===== src/rtl/cios_pkg.sv =====
// cios_pkg: shared definitions for the CIOS Montgomery datapath blocks.
//   alpha_state_t : sequencer states of the multiply-accumulate stage.
//   word_t/dword_t: single/double word types at the default word width.
//   ALPHA_LATENCY : start-to-done cycle count at the default size.
//   alpha_latency : the same count for an arbitrary word count s.
package cios_pkg;

  typedef enum logic [2:0] {
    ST_IDLE  = 3'd0,
    ST_LOAD  = 3'd1,
    ST_MAC   = 3'd2,
    ST_FINAL = 3'd3,
    ST_DONE  = 3'd4
  } alpha_state_t;

  localparam int DEF_WIDTH = 32;
  localparam int DEF_S     = 8;

  typedef logic [DEF_WIDTH-1:0]   word_t;
  typedef logic [2*DEF_WIDTH-1:0] dword_t;

  // One capture edge, one LOAD edge, S MAC edges and one FINAL edge.
  localparam int ALPHA_LATENCY = DEF_S + 3;

  function automatic int alpha_latency(input int s);
    return s + 3;
  endfunction

endpackage


===== src/rtl/mac_word.sv =====
// mac_word: combinational word multiply-accumulate {carry, sum} = t + a*b + c.
//   t_word, a_word, b_word, c_word : WIDTH-bit operands
//   sum   : low WIDTH bits of the result
//   carry : high WIDTH bits of the result (next word's carry)
// The 2*WIDTH-bit result cannot overflow: (2^W-1)^2 + 2(2^W-1) = 2^2W - 1.
module mac_word
  import cios_pkg::*;
#(
  parameter int WIDTH = 32
) (
  input  logic [WIDTH-1:0] t_word,
  input  logic [WIDTH-1:0] a_word,
  input  logic [WIDTH-1:0] b_word,
  input  logic [WIDTH-1:0] c_word,
  output logic [WIDTH-1:0] sum,
  output logic [WIDTH-1:0] carry
);

  logic [2*WIDTH-1:0] acc;

  always_comb begin
    acc = ({{WIDTH{1'b0}}, a_word} * {{WIDTH{1'b0}}, b_word})
        + {{WIDTH{1'b0}}, t_word}
        + {{WIDTH{1'b0}}, c_word};
  end

  assign sum   = acc[WIDTH-1:0];
  assign carry = acc[2*WIDTH-1:WIDTH];

endmodule


===== src/rtl/alpha_block.sv =====
// alpha_block: word-serial multiply-accumulate T <- T + a * b_i for one CIOS
// outer iteration, feeding the reduction stage of the same iteration.
//   clk, rst_n : clock, asynchronous active-low reset
//   flush      : synchronous clear to IDLE (wins over start)
//   start      : begin an iteration, sampled only in IDLE or DONE
//   a          : S multiplicand words, a[0] in the low WIDTH bits
//   b_i        : multiplier word
//   T_in       : S+2 accumulator words from the previous iteration
//   busy       : high in LOAD/MAC/FINAL
//   done       : high in DONE; T_out is valid only then
//   T_out      : internal accumulator words, driven continuously
module alpha_block
  import cios_pkg::*;
#(
  parameter int WIDTH = 32,
  parameter int S     = 8
) (
  input  logic                     clk,
  input  logic                     rst_n,
  input  logic                     flush,
  input  logic                     start,
  input  logic [WIDTH*S-1:0]       a,
  input  logic [WIDTH-1:0]         b_i,
  input  logic [WIDTH*(S+2)-1:0]   T_in,
  output logic                     busy,
  output logic                     done,
  output logic [WIDTH*(S+2)-1:0]   T_out
);

  localparam int            JW     = $clog2(S) + 1;
  localparam logic [JW-1:0] J_LAST = JW'(S - 1);

  alpha_state_t     state_q, state_d;
  logic [WIDTH-1:0] t_q [S+2];
  logic [WIDTH-1:0] t_d [S+2];
  logic [WIDTH-1:0] a_q [S];
  logic [WIDTH-1:0] a_d [S];
  logic [WIDTH-1:0] b_q, b_d;
  logic [WIDTH-1:0] c_q, c_d;
  logic [JW-1:0]    j_q, j_d;

  logic [WIDTH-1:0] t_sel, a_sel;
  logic [WIDTH-1:0] mac_sum, mac_carry;
  logic [WIDTH:0]   fin_sum;

  // Word select for the current MAC index; compare-based so j never has to
  // match the array's index width.
  always_comb begin
    t_sel = '0;
    a_sel = '0;
    for (int k = 0; k < S; k++) begin
      if (j_q == JW'(k)) begin
        t_sel = t_q[k];
        a_sel = a_q[k];
      end
    end
  end

  mac_word #(.WIDTH(WIDTH)) u_mac (
    .t_word (t_sel),
    .a_word (a_sel),
    .b_word (b_q),
    .c_word (c_q),
    .sum    (mac_sum),
    .carry  (mac_carry)
  );

  assign fin_sum = {1'b0, t_q[S]} + {1'b0, c_q};

  always_comb begin
    state_d = state_q;
    t_d     = t_q;
    a_d     = a_q;
    b_d     = b_q;
    c_d     = c_q;
    j_d     = j_q;
    if (flush) begin
      state_d = ST_IDLE;
      t_d     = '{default: '0};
      a_d     = '{default: '0};
      b_d     = '0;
      c_d     = '0;
      j_d     = '0;
    end else begin
      case (state_q)
        ST_IDLE, ST_DONE: begin
          if (start) begin
            for (int k = 0; k < S + 2; k++) t_d[k] = T_in[k*WIDTH +: WIDTH];
            for (int k = 0; k < S; k++)     a_d[k] = a[k*WIDTH +: WIDTH];
            b_d     = b_i;
            c_d     = '0;
            j_d     = '0;
            state_d = ST_LOAD;
          end
        end
        // LOAD only registers the operands so the multiplier never sees
        // the input ports directly.
        ST_LOAD: state_d = ST_MAC;
        ST_MAC: begin
          for (int k = 0; k < S; k++) begin
            if (j_q == JW'(k)) t_d[k] = mac_sum;
          end
          c_d = mac_carry;
          j_d = j_q + JW'(1);
          if (j_q == J_LAST) state_d = ST_FINAL;
        end
        // Top word is overwritten with the final carry, not accumulated.
        ST_FINAL: begin
          t_d[S]   = fin_sum[WIDTH-1:0];
          t_d[S+1] = {{(WIDTH-1){1'b0}}, fin_sum[WIDTH]};
          state_d  = ST_DONE;
        end
        default: state_d = ST_IDLE;
      endcase
    end
  end

  always_ff @(posedge clk or negedge rst_n) begin
    if (!rst_n) begin
      state_q <= ST_IDLE;
      t_q     <= '{default: '0};
      a_q     <= '{default: '0};
      b_q     <= '0;
      c_q     <= '0;
      j_q     <= '0;
    end else begin
      state_q <= state_d;
      t_q     <= t_d;
      a_q     <= a_d;
      b_q     <= b_d;
      c_q     <= c_d;
      j_q     <= j_d;
    end
  end

  assign busy = (state_q == ST_LOAD) || (state_q == ST_MAC) || (state_q == ST_FINAL);
  assign done = (state_q == ST_DONE);

  for (genvar g = 0; g < S + 2; g++) begin : g_tout
    assign T_out[g*WIDTH +: WIDTH] = t_q[g];
  end

endmodule

===== config.mk =====
export PLATFORM = sky130hd
export DESIGN_NAME = alpha_block
export DESIGN_NICKNAME = d
export VERILOG_FILES = /design/src/rtl/cios_pkg.sv /design/src/rtl/mac_word.sv /design/src/rtl/alpha_block.sv
export SDC_FILE = /design/constraint.sdc
export NUM_CORES = 2
export LEC_CHECK = 0
export CAP_MARGIN = 15
export CORE_AREA = 8 8 361 363
export CTS_BUF_LIST = sky130_fd_sc_hd__clkbuf_2 sky130_fd_sc_hd__clkbuf_4 sky130_fd_sc_hd__clkbuf_8
export CTS_CLUSTER_DIAMETER = 200
export DETAILED_ROUTE_END_ITERATION = 7
export DIE_AREA = 0 0 369 371
export DONT_BUFFER_PORTS = 1
export PLACE_DENSITY = 0.72
export SLEW_MARGIN = 20
export SYNTH_ARGS = -nofsm -noshare
export SYNTH_HDL_FRONTEND = slang
export SYNTH_HIERARCHICAL = 1
export SYNTH_SLANG_ARGS = --single-unit

===== constraint.sdc =====
create_clock -name clk -period 9.6 [get_ports clk]
set_clock_uncertainty 0.05 [all_clocks]
set_input_delay 0.96 -clock clk [delete_from_list [all_inputs] [get_ports clk]]
set_output_delay 0.96 -clock clk [all_outputs]
set_load 0.01 [all_outputs]

==> flow_metrics.tcl <==
set metrics [dict create \
    status "finished, violations left" \
    violations "slew limit, setup timing" \
    ir_worst_vdd_mv 0.1405 \
    power.density_nw_per_um2 157.9 \
    drv_slew 324 \
    grt.total_usage 0.4365 \
    combinationalPowerShare 0.449 \
    final_nets 9643 \
    p_total_mw 12.31 \
    dieHeight_um 371 \
    syn_avg_cell_area_um2 8.821 \
    crit_buf_inv 11 \
    seqPwrFrac 0.307 \
    synthDistinctLibCells 86 \
    first_pass_iters 8 \
    hp-class "input port to flop" \
    critPathLaunch "j_q[1]$_DFFE_PN0P_" \
    drc_errors 0 \
    synth-warning-count 6 \
    synth_fp_nets 9461 \
    rows 130 \
    cts-buffers-inserted 115 \
    worstSetupPathType "flop to flop" \
    worstPathArrival_ns 10.46 \
    drv_cap 0 \
    synth_top_area_cell "fa_1" \
    synth_top_area_frac 0.2875 \
    clockBufferDepth 3 \
    layout_setup_ws_ns -0.2092 \
    dieArea_um2 136900 \
    grt_max_degree 576 \
    crit_required_ns 10.25 \
    relSlewSlack -0.9587 \
    rrSetupSlack_ns -0.21 \
    cts_tree "done" \
    start_util 0.5364 \
    crit_path_frequent_cell "fa_1" \
    synth_edf_count 0 \
    cts_max_level 3 \
    drive_gt1_frac 0.1634 \
    grt_pass1_vias 59540 \
    p_clk_frac 0.244 \
    ys_seq_area_frac 0.2422 \
    dpl.hpwl_mm 245.5 \
    wirelength_mm 305.0 \
    end_kind "flop" \
    max_stage_delay_ns 0.57 \
    p_switching_mw 5.476 \
    num_vias 59070 \
    cellLeakagePower_nw 37.15 \
    syn-cell-area_um2 66840 \
    cts_sinks 647 \
    worstMarginPinSlew_ns 2.938 \
    reg2reg_depth 38 \
    avgViaCountPerCell 6.182 \
    cp.depth 38 \
    gp_congestion 1.031 \
    globalRouteOverflowTotal 0 \
    synthFlopType "dfrtp_1" \
    slowest_stage "fa_1" \
    critical_path_peak_fanout 8 \
    die_x_um 369 \
    synth_area_leaders "fa_1, dfrtp_1, nand2_1" \
    min_path_cells 1 \
    syn_inst 7577 \
    fmax_ghz 0.1019 \
    cts_root_buf "clkbuf_8" \
    r2r_start "j_q[1]$_DFFE_PN0P_" \
    finalSetupViolCount 40 \
    cp-start-kind "flop" \
    tns_ns -3.350 \
    hold_viol 0 \
    io_buffers 0 \
    layout_min_cycle_time_ns 9.809 \
    switching_share 0.4447 \
    drtAntennaViolNets 0 \
    grt_pass1_wl_mm 432.9 \
    finalCritPeriodShare 1.022 \
    core_um2 124600 \
    ys_ff_latch 647 \
    async_reset_ff_frac 1.000 \
    hp-start "T_in[296]" \
    antenna_found_initial 69 \
    p_int_mw 6.836 \
    routedWlPerCell_um 31.92 \
    syn2layout_area_growth_pct 16.66 \
    clk_latency_ns 0.88 \
    drtIter0Drc 7067 \
    io_pins 934 \
    crit_family "adder cells" \
    grt_setup_unrepaired "yes" \
    clk_pin_slew_ns 0.07 \
]
==> cell families after synthesis <==
group           after synthesis  synth area share
xor+xnor                     90           0.01179
compound gates             1551            0.1479
simple gates               2383            0.1591
flops                       647            0.2422
fa+ha+maj                  1272            0.3459
buf+inv                    1634           0.09306
==> sequential cells by signal (all words and copies together) (netlist names) <==
name     flops
c_q         32
a_q        256
T_out      320
j_q          4
state_q      3
b_q         32
==> Yosys cell counts, drive strengths merged, types with 34 or more instances <==
cell type and instances:
nand2 1552, dfrtp 647, ha 312, a21o 54, nor3 82, buf 86, and2 522, xnor2 56
a22o 63, a221oi 129, fa 960, xor2 34, o21ai 198, o31ai 262, clkbuf 483, nor2 125
a22oi 82, a21oi 652, inv 1064
==> worst reg2reg max path: cells and delay by family (launching register included) <==
kind                     cells  cell delay, ns
buffers and inverters       11            1.37
AND/OR/NAND/NOR              9            1.71
AO/OA/AOI/OAI                7            1.29
XOR/XNOR                     1            0.23
adder cells (fa/ha/maj)     10            4.61
flip-flops                   1            0.36
==> per-layer routing <==
layer | global-route usage | wire length [µm] | vias to the layer above
met1 | 0.5418 | 108700 | 29780
li1 | - | - | 24590
met2 | 0.6413 | 133000 | 3809
met3 | 0.1641 | 39480 | 872
met4 | 0.2774 | 23680 | 22
met5 | 0 | 136 | -
==> per-stage QoR <==
stage / setup slack (ns) / hold slack [ns] / utilization / cells / cell area, µm²
floorplan: 0.2369 / 0.3968 / - / 7577 / 66840
finish: -0.2092 / 0.1638 / 0.6258 / 9555 / 77980
global placement: -0.7512 / 0.4481 / 0.5778 / 9200 / 72000
detailed placement: -0.7604 / 0.4586 / 0.5787 / 9204 / 72110
CTS: -0.09276 / 0.05531 / 0.6124 / 9468 / 76310
global route: -0.3526 / 0.1385 / 0.6256 / 9545 / 77950
==> cells in the final DEF (no fill, tap or decap), drive strengths merged, types with 63 or more instances in the layout <==
cell,n
a21oi,652
a221oi,129
a22o,63
a22oi,82
and2,522
buf,631
clkbuf,185
dfrtp,647
fa,960
ha,312
inv,1069
nand2,1552
nor2,125
nor3,82
o21ai,198
o31ai,262
==> final cells by class <==
| type | count | area, µm² |
|---|---|---|
| multi-input combinational | 5296 | 46780 |
| fill | 10610 | 46620 |
| sequential | 647 | 16190 |
| timing repair buffer | 635 | 6211 |
| inverter | 1064 | 3994 |
| clock buffer | 185 | 2340 |
| tap | 1650 | 2064 |
| clock inverter | 21 | 256.5 |
| antenna | 57 | 142.6 |
==> power groups by stage <==
stage	clock, mW	combinational, mW	sequential (mW)
2_1_floorplan	0	2.62	3.33
3_3_place_gp	0	4.61	3.78
3_5_place_dp	0	4.70	3.78
4_1_cts	3.00	5.01	3.74
5_1_grt	3.11	5.86	3.77
6_report	3.00	5.53	3.79
==> path summary, 6_finish.rpt <==
check / end
max: T_out[124]$_DFFE_PN0P_
min: T_out[296]$_DFFE_PN0P_
max reg2reg: T_out[124]$_DFFE_PN0P_
min reg2reg: a_q[94]$_DFFE_PN0P_
max in group asynchronous: a_q[59]$_DFFE_PN0P_
min in group asynchronous: T_out[318]$_DFFE_PN0P_
==> what timing repair did <==
action,CTS,global route
endpoints found under the setup margin,112,176
pin swaps,105,151
cloned,8,0
gates resized for setup,229,315
endpoints found under the hold margin,7,0
hold buffers,1,0
buffers inserted,50,34
Note: power is estimated with default switching activity, not from simulation.
